==> src/rtl/eds_line_packer.sv <==
// eds_line_packer: frames the EDS receiver beat stream into whole tagged lines
// and writes them to the DDR write FIFO, dropping whole lines when it lacks room.
`timescale 1ns/1ps
module eds_line_packer #(
  parameter int LANES      = 8,
  parameter int DATA_W     = LANES*16,
  parameter int LINE_BEATS = 256,
  parameter int CNT_W      = 16
) (
  input  logic              clk_rxg,
  input  logic              rst_rx,
  input  logic              eds_frame_en,
  input  logic              lval_in,
  input  logic [DATA_W-1:0] data_in,
  input  logic              fifo_prog_full,
  input  logic              clr_stat,
  output logic              fifo_wr_en,
  output logic [DATA_W+2:0] fifo_din,
  output logic [CNT_W-1:0]  line_cnt,
  output logic [CNT_W-1:0]  err_cnt,
  output logic [CNT_W-1:0]  drop_cnt,
  output logic              busy
);

  localparam int BEAT_W = $clog2(LINE_BEATS);
  localparam logic [BEAT_W-1:0] LAST_BEAT = BEAT_W'(LINE_BEATS - 1);
  localparam logic [CNT_W-1:0]  CNT_MAX   = {CNT_W{1'b1}};

  typedef enum logic [1:0] {IDLE, PASS, DROP} state_t;

  state_t            state, state_n;
  logic [BEAT_W-1:0] beat_cnt, beat_n;
  logic              frame_first, first_n;
  logic              frame_en_d;
  logic [CNT_W-1:0]  line_n, err_n, drop_n;
  logic              wr_n, sof_n, sol_n, eol_n;
  logic              err_inc, drop_inc, line_start;
  logic              frame_rise, start;

  assign frame_rise = eds_frame_en & ~frame_en_d;
  assign start      = lval_in & (data_in[15:12] == 4'hF);

  always_comb begin
    state_n    = state;
    beat_n     = beat_cnt;
    first_n    = frame_first;
    line_n     = line_cnt;
    wr_n       = 1'b0;
    sof_n      = 1'b0;
    sol_n      = 1'b0;
    eol_n      = 1'b0;
    err_inc    = 1'b0;
    drop_inc   = 1'b0;
    line_start = 1'b0;

    if (frame_rise) begin
      state_n = IDLE;
      beat_n  = '0;
      line_n  = '0;
      first_n = 1'b1;
    end else if (!eds_frame_en) begin
      state_n = IDLE;
    end else begin
      case (state)
        IDLE: begin
          if (start)        line_start = 1'b1;
          else if (lval_in) err_inc    = 1'b1;
        end
        PASS, DROP: begin
          if (start) begin
            // Short line: the truncated line is abandoned without eol.
            err_inc    = 1'b1;
            line_start = 1'b1;
          end else if (lval_in) begin
            wr_n = (state == PASS);
            if (beat_cnt == LAST_BEAT) begin
              eol_n   = (state == PASS);
              if (state == PASS) line_n = line_cnt + CNT_W'(1);
              beat_n  = '0;
              state_n = IDLE;
            end else begin
              beat_n = beat_cnt + BEAT_W'(1);
            end
          end
        end
        default: state_n = IDLE;
      endcase

      // Room is only judged at line start; an accepted line always completes.
      if (line_start) begin
        beat_n = BEAT_W'(1);
        if (!fifo_prog_full) begin
          wr_n    = 1'b1;
          sol_n   = 1'b1;
          sof_n   = frame_first;
          first_n = 1'b0;
          state_n = PASS;
        end else begin
          drop_inc = 1'b1;
          state_n  = DROP;
        end
      end
    end

    err_n  = err_cnt;
    drop_n = drop_cnt;
    if (clr_stat) begin
      err_n  = '0;
      drop_n = '0;
    end else begin
      if (err_inc  && (err_cnt  != CNT_MAX)) err_n  = err_cnt  + CNT_W'(1);
      if (drop_inc && (drop_cnt != CNT_MAX)) drop_n = drop_cnt + CNT_W'(1);
    end
  end

  always_ff @(posedge clk_rxg) begin
    if (rst_rx) begin
      state       <= IDLE;
      beat_cnt    <= '0;
      frame_first <= 1'b0;
      frame_en_d  <= 1'b0;
      fifo_wr_en  <= 1'b0;
      fifo_din    <= '0;
      line_cnt    <= '0;
      err_cnt     <= '0;
      drop_cnt    <= '0;
      busy        <= 1'b0;
    end else begin
      state       <= state_n;
      beat_cnt    <= beat_n;
      frame_first <= first_n;
      frame_en_d  <= eds_frame_en;
      fifo_wr_en  <= wr_n;
      if (wr_n) fifo_din <= {sof_n, sol_n, eol_n, data_in};
      line_cnt    <= line_n;
      err_cnt     <= err_n;
      drop_cnt    <= drop_n;
      busy        <= (state_n != IDLE);
    end
  end

endmodule

==> config.mk <==
export PLATFORM = sky130hd
export DESIGN_NAME = eds_line_packer
export DESIGN_NICKNAME = d
export VERILOG_FILES = /design/src/rtl/eds_line_packer.sv
export SDC_FILE = /design/constraint.sdc
export NUM_CORES = 1
export LEC_CHECK = 0
export ABC_AREA = 1
export BUFFER_PORTS_ARGS = -buffer_cell sky130_fd_sc_hd__buf_2
export CAP_MARGIN = 20
export CORE_MARGIN = 2
export CORE_UTILIZATION = 45
export DETAILED_ROUTE_END_ITERATION = 16
export HOLD_SLACK_MARGIN = 0.15
export PLACE_DENSITY = 0.74
export SYNTH_ARGS = -nofsm -noshare
export SYNTH_HDL_FRONTEND = slang
export SYNTH_SLANG_ARGS = --single-unit
==> constraint.sdc <==
create_clock -name clk_rxg -period 2.65 [get_ports clk_rxg]
set_clock_uncertainty 0.2 [all_clocks]
set_input_delay 0.795 -clock clk_rxg [delete_from_list [all_inputs] [get_ports clk_rxg]]
set_output_delay 0.795 -clock clk_rxg [all_outputs]
set_load 0.005 [all_outputs]
==> metrics.csv, run 1 <==
stage;metric;value;unit
timing;worst setup slack after layout;0.5163;ns
floorplan;standard-cell row count;49;
timing;Highest Clock Rate;468.7;MHz
logic_synthesis;biggest area contributors in the synthesized netlist;dfxtp_1 (47%), nor2_1 (16%), nand2_1 (8.0%), o21ai_0 (6.1%), a21oi_1 (3.0%);
logic_synthesis;flip-flop and latch count after synthesis;193;
worst_hold_path;count of cells along the worst hold path;2;
logic_synthesis;Synthesis Warnings;0;
timing;share of the clock period used by the worst path;80.52;%
grt;Total Routing Usage GR;24.00;%
clock_network;number of hold buffers added after cts;0;
timing;measured slew at the worst slew-check pin;0.6242;ns
drt;number of DRC markers after the initial detailed-route iteration;538;
clock_network;CTS clock-pin slew for the worst setup and hold paths;0.08;ns
run_status;run status;completed;
placed_design;DP Cell Count;1652;
layout;Final nets;1583;
drt;DRC viols;0;
timing;max-slew violation count;0;
worst_setup_path;critical path peak fanout;132;
placed_design;post-detail-place hpwl;17650;um
logic_synthesis;Syn Std Cell Area;0.008250;mm2
power;Max IR drop VDD;0.4182;mV
timing;final hold viol count;0;
timing;Post-Route Hold Slack;0.2664;ns
grt;number of global-route vias before repair;7444;
power;Lkg Pwr;0.004755;uW
clock_network;maximum buffer depth of the clock tree;2;
logic_synthesis;cell type with the largest total area after synthesis;dfxtp_1;
grt;overflow left after global routing;0;
worst_setup_path;Arr. time, crit path;2.25;ns
grt;global-route wire length before repair;38140;um
floorplan;y dimension of the die;139.4;um
clock_network;number of sinks driven by the clock tree;193;
layout;top library cells by usage in the layout, fill and taps aside;nor2_1 (342), buf_2 (314), dfxtp_1 (193), nand2_1 (175), o21ai_0 (100);
clock_network;number of buffers added by the clock tree synthesis step;17;
drt;vias post-DR;8329;
clock_network;clock tree from TritonCTS;yes;
placed_design;pre-CTS worst setup slack;0.1026;ns
clock_network;htree depth;4;
clock_network;Clk Latency, worst-skew pair;0.43;ns
grt;antenna violations before repair;6;
timing;final period demand of the worst path;2.134;ns
layout;fillcell total;1736;
timing;number of setup violations in the final report;0;
logic_synthesis;Seq/Total Area, Yosys;46.83;%
job;number of violations of the max-capacitance limit;0;
layout;most frequent standard cell in the layout excluding fill and tap cells;nor2_1;
floorplan;floorplan die width;139.4;um
drt;Final Routed Wirelength;23900;um
clock_network;total setup buffers inserted after CTS;0;
worst_setup_path;WS Path Type;input port to flop;
logic_synthesis;library cells used by synthesis;30;
worst_setup_path;kind of capture point of the worst setup path;flop;
drt;First-pass DRT Iterations;4;
worst_setup_path;number of cell instances on the worst register-to-register path;8;
layout;proportion of layout cells with a drive suffix above 1;26.46;%
drt;average wire per cell in the routed design;14.16;um
timing;RSZ-0062 raised after global routing;no;
floorplan;initial core utilization;45.93;%
worst_setup_path;type of element launching the critical path;input port;
drt;antenna violation net count after detailed routing;0;
floorplan;Top-Level Pins;315;
power;ratio of total power to cell area;540.6;mW/mm2
placed_design;count of buffers inserted at the top-level ports;314;
floorplan;core area;0.01796;mm2
worst_setup_path;data required time of the critical path;2.77;ns
drt;per-cell via count in the routed design;4.934;
timing;relative slew slack;58.07;%
grt;maximum number of pins on one net before global-route repair;133;
floorplan;DIE AREA;0.01943;mm2
placed_design;final weighted congestion of routability-driven global placement;0.8675;
layout;count of non-filler cells in the finished layout;1688;
clock_network;count of cells resized by post-cts repair;0;
layout;synthesis-to-layout area growth;27.66;%
logic_synthesis;synthesized netlist net count;1279;
logic_synthesis;area share of the largest cell type after synthesis;46.83;%
clock_network;clock tree root driver cell;clkbuf_16;
timing;setup TNS;0;ns
worst_hold_path;hold crit path type;flop to flop;
logic_synthesis;Gate Count Post-Synth;1138;
logic_synthesis;Avg Synthesized Cell Area;7.250;um2
[cell families after synthesis]
logic type                 count (synthesis)  share of synthesized area [%]
DFF                                      193                          46.83
buffers and inverters                    116                          8.128
adders and majority gates                  7                          1.062
xor gates and xnor gates                  22                          2.336
and+or+nand+nor                          607                          29.91
AOI/OAI and AO/OA                        193                          11.74
[per-stage QoR]
stage / utilization [%] / area [um2] / power, uW
after floorplan: - / 8250 / 3088
after global placement: 55.27 / 9928 / 3227
after detailed placement: 55.27 / 9928 / 3230
after CTS: 58.58 / 10520 / 5773
after global routing: 58.61 / 10530 / 5918
final: 58.63 / 10530 / 5694
[path summary, 6_finish.rpt]
kind | startpoint | to | slack (ns)
setup / recovery | data_in[13] | fifo_din[5]$_SDFFE_PP0P_ | 0.52
hold / removal | fifo_din[130]$_SDFFE_PP0P_ | fifo_din[130]$_SDFFE_PP0P_ | 0.27
setup reg to reg | state[0]$_SDFF_PP0_ | fifo_din[5]$_SDFFE_PP0P_ | 0.56
hold reg to reg | fifo_din[130]$_SDFFE_PP0P_ | fifo_din[130]$_SDFFE_PP0P_ | 0.27
[cell type report]
class	count	area [um2]	share of cell area, %
clock inverter	14	165.2	1.568
timing repair buffer	340	1829	17.37
tap	229	286.5	2.720
antenna	4	10.01	0.09503
multi-input combinational	829	3716	35.28
sequential	193	3864	36.68
inverter	61	232.7	2.210
clock buffer	18	429.2	4.075
[report_power, final]
| part | switching (uW) | internal, uW |
|---|---|---|
| sequential | 4.05 | 2900 |
| combinational | 136 | 121 |
| clock | 1250 | 1270 |
[flip-flops by register name, indices dropped and copies added, names as in the netlist]
| register | count |
|---|---|
| fifo_wr_en | 1 |
| beat_cnt | 8 |
| frame_first | 1 |
| state | 2 |
| err_cnt | 16 |
| busy | 1 |
| frame_en_d | 1 |
| fifo_din | 131 |
| drop_cnt | 16 |
| line_cnt | 16 |
[worst max-delay path: stages]
cell and delay, ns:
buf_2 0.09, nand2_1 0.09, nor2_4 0.21, nand3_2 0.11, clkinv_2 0.07, nand2_2 0.05
nand2_2 0.07, nand2_4 0.06, buf_12 0.19, o21ai_0 0.32, nor2_1 0.06
[synthesized netlist by cell type, drive strengths merged]
cell type and number:
nor2 344, dfxtp 193, nand2 178, o21ai 142, inv 58, nand3 52
a21oi 50, buf 30, clkbuf 25, nand4 19, xor2 15, nor3 9
ha 7, xnor2 7, clkinv 3, nand3b 3, and2 2, o211ai 1
[routing by layer]
metal  part of all wire (%)  track usage (%)  wire (um)  vias to the layer above
li1                       -                -          -                     4270
met1                     41            29.40       9765                     3741
met2                     48            39.71      11440                      258
met3                    7.1            6.125       1693                       56
met4                    4.1            11.06        983                        4
met5                  0.067                0         16                        -
Power figures use the tool's default switching activity.
==> inputs of run 2 (changes only) <==
CORE_UTILIZATION = 44   (was 45)
PLACE_DENSITY = 0.76   (was 0.74)
clock period = 1.95 ns   (was 2.65 ns; I/O delays follow)
==> run 2 against run 1 <==
Register-to-register slack got worse by 0.47 ns. Total power rose by 39%. First-iteration DRC count rose by 0.19%. Cell count rose by 2.3%. Largest power group unchanged. Non-clock buffer count rose by 32. Die area rose by 2.2%. Hold slack got worse by 0.080 ns.
==> metrics.csv, run 2 (synthesis gave the netlist of run 1 again) <==
stage;metric;value;unit;change
worst_setup_path;type of element launching the critical path;flop;;
power;sw frac;24.27;%;-0.22 points
timing;share of the clock period used by the worst path;96.53;%;
power;share of total power in sequential cells;49.9;%;-1.2 points
clock_network;number of hold buffers added after cts;0;;unchanged
layout;synthesis-to-layout area growth;32.50;%;
clock_network;number of sinks driven by the clock tree;193;;unchanged
power;part of the total power dissipated in combinational logic;4.6;%;about the same
layout;register with the most flip-flops;fifo_din;;
grt;antenna violations before repair;6;;unchanged
floorplan;core area;0.01858;mm2;+3.4%
run_status;run status;completed;;
timing;number of setup violations in the final report;0;;unchanged
timing;Highest Clock Rate;531.2;MHz;
clock_network;maximum buffer depth of the clock tree;2;;unchanged
floorplan;floorplan die width;140.9;um;+1.1%
layout;proportion of layout cells with a drive suffix above 1;28.85;%;+2.4 points
job;number of violations of the max-capacitance limit;0;;unchanged
timing;final hold viol count;0;;unchanged
floorplan;Top-Level Pins;315;;unchanged
worst_setup_path;Buffers & Inverters on Critical Path;1;;-2
timing;measured slew at the worst slew-check pin;0.4842;ns;-0.1400 ns
drt;per-cell via count in the routed design;4.931;;about the same
placed_design;count of buffers inserted at the top-level ports;314;;unchanged
power;net load switching power;1923;uW;+38%
worst_hold_path;startpoint of the tightest hold check path;data_in[108];;
power;clock network power share;45.6;%;+1.2 points
placed_design;DP Cell Count;1685;;+2.0%
drt;vias post-DR;8511;;+2.2%
timing;worst setup slack after layout;0.06762;ns;-0.4487 ns
clock_network;clock tree root driver cell;clkbuf_16;;
clock_network;htree depth;4;;unchanged
drt;First-pass DRT Iterations;5;;+1
timing;relative slew slack;67.60;%;+9.5 points
floorplan;standard-cell row count;50;;+2.0%
clock_network;CTS clock-pin slew for the worst setup and hold paths;0.08;ns;about the same
clock_network;Clk Latency, worst-skew pair;0.43;ns;about the same
worst_setup_path;cell chain of the critical path;buf_2;;
worst_setup_path;Arr. time, crit path;1.10;ns;-1.15 ns
grt;global-route wire length before repair;38380;um;+0.63%
worst_setup_path;WS Path Type;flop to output port;;
worst_setup_path;first element of the critical path;err_cnt[2]$_SDFFE_PP0P_;;
floorplan;DIE AREA;0.01986;mm2;+2.2%
drt;Final Routed Wirelength;25260;um;+5.7%
worst_setup_path;Crit-path slowest cell;dfxtp_1;;
floorplan;y dimension of the die;140.9;um;+1.1%
placed_design;pre-CTS worst setup slack;-0.2580;ns;-0.3606 ns
drt;average wire per cell in the routed design;14.63;um;+3.3%
power;Max IR drop VDD;0.5304;mV;+27%
worst_setup_path;data required time of the critical path;1.16;ns;-1.61 ns
timing;final period demand of the worst path;1.882;ns;
grt;number of global-route vias before repair;7506;;+0.83%
worst_setup_path;critical path peak fanout;8;;-94%
power;ratio of total power to cell area;724.9;mW/mm2;+34%
worst_setup_path;kind of capture point of the worst setup path;output port;;
worst_setup_path;highest cell delay on the worst timing path;0.49;ns;+0.17 ns
power;internal power;6001;uW;+40%
grt;Total Routing Usage GR;24.17;%;+0.17 points
layout;top library cells by usage in the layout, fill and taps aside;nor2_1 (339), buf_2 (314), dfxtp_1 (190), nand2_1 (174), o21ai_0 (90);;
worst_setup_path;reg2reg start;state[0]$_SDFF_PP0_;;
grt;overflow left after global routing;0;;unchanged
clock_network;clock tree from TritonCTS;yes;;
clock_network;number of buffers added by the clock tree synthesis step;17;;unchanged
drt;DRC viols;0;;unchanged
placed_design;final weighted congestion of routability-driven global placement;0.8696;;+0.24%
layout;Final nets;1615;;+2.0%
layout;most frequent standard cell in the layout excluding fill and tap cells;nor2_1;;
timing;max-slew violation count;0;;unchanged
worst_setup_path;cell family with most CP delay;flip-flops;;
power;Lkg Pwr;0.004941;uW;+3.9%
grt;maximum number of pins on one net before global-route repair;51;;-62%
placed_design;post-detail-place hpwl;18280;um;+3.6%
drt;number of DRC markers after the initial detailed-route iteration;539;;+0.19%
drt;antenna violation net count after detailed routing;0;;unchanged
floorplan;initial core utilization;44.40;%;-1.5 points
layout;count of non-filler cells in the finished layout;1726;;+2.3%
worst_hold_path;hold crit path type;input port to flop;;
layout;flip-flop count of the largest register, all copies and words added;131;;unchanged
-- run 2: cell count changes in the layout (fill, tap and decap cells not counted), moves of 4 or more --
cell,previous run,this run
buf_4,21,46
inv_8,2,6
o21ai_0,100,90
o21ai_1,42,52
-- run 2: final cells by class --
cell class                      count  area [um2]
Antenna cell                        5       12.51
Clock buffer                       18       439.2
Clock inverter                     14       168.9
Fill cell                        1698        7649
Inverter                           61       246.5
Multi-Input combinational cell    829        3742
Sequential cell                   193        3867
Tap cell                          234       292.8
Timing Repair Buffer              372        2162
-- run 2: per-stage QoR --
stage / cell area [um2] / total power, uW / utilization, % / hold slack [ns] / TNS (ns)
6_report: 10930 / 7924 / 58.84 / 0.1860 / 0
5_1_grt: 10920 / 8220 / 58.79 / 0.1729 / -0.2098
4_1_cts: 10780 / 8013 / 58.01 / 0.1658 / 0
3_5_place_dp: 10170 / 4401 / 54.73 / 0.2510 / -32.24
3_3_place_gp: 10170 / 4398 / 54.73 / 0.2481 / -25.45
2_1_floorplan: 8250 / 4197 / - / 0.2402 / -0.2954
-- run 2: power groups by stage --
stage | logic, uW | registers, uW | clock network (uW)
finish | 364 | 3950 | 3610
global route | 409 | 3950 | 3860
CTS | 360 | 3950 | 3700
detailed placement | 357 | 4040 | 0
global placement | 354 | 4040 | 0
floorplan | 152 | 4050 | 0
-- run 2: per-layer routing --
layer  part of all wire [%]  routed length [um]  GRT usage, %
met5                   0.10                  26             0
met4                    2.8                 711         8.895
met3                    7.5                1893         6.624
met2                     50               12530         41.98
met1                     40               10100         28.62
-- run 2: final timing paths --
path                                      to  slack [ns]  cells after the start
hold reg to reg   fifo_din[130]$_SDFFE_PP0P_        0.26                      2
setup reg to reg   fifo_din[20]$_SDFFE_PP0P_        0.09                      9
setup / recovery                  err_cnt[2]        0.07                      1
hold / removal    fifo_din[108]$_SDFFE_PP0P_        0.19                      3
-- run 2: repair_timing --
action                                  in CTS  in global routing
buffers inserted                             0                  1
endpoints found under the setup margin       0                172
gates resized for setup                      0                 24
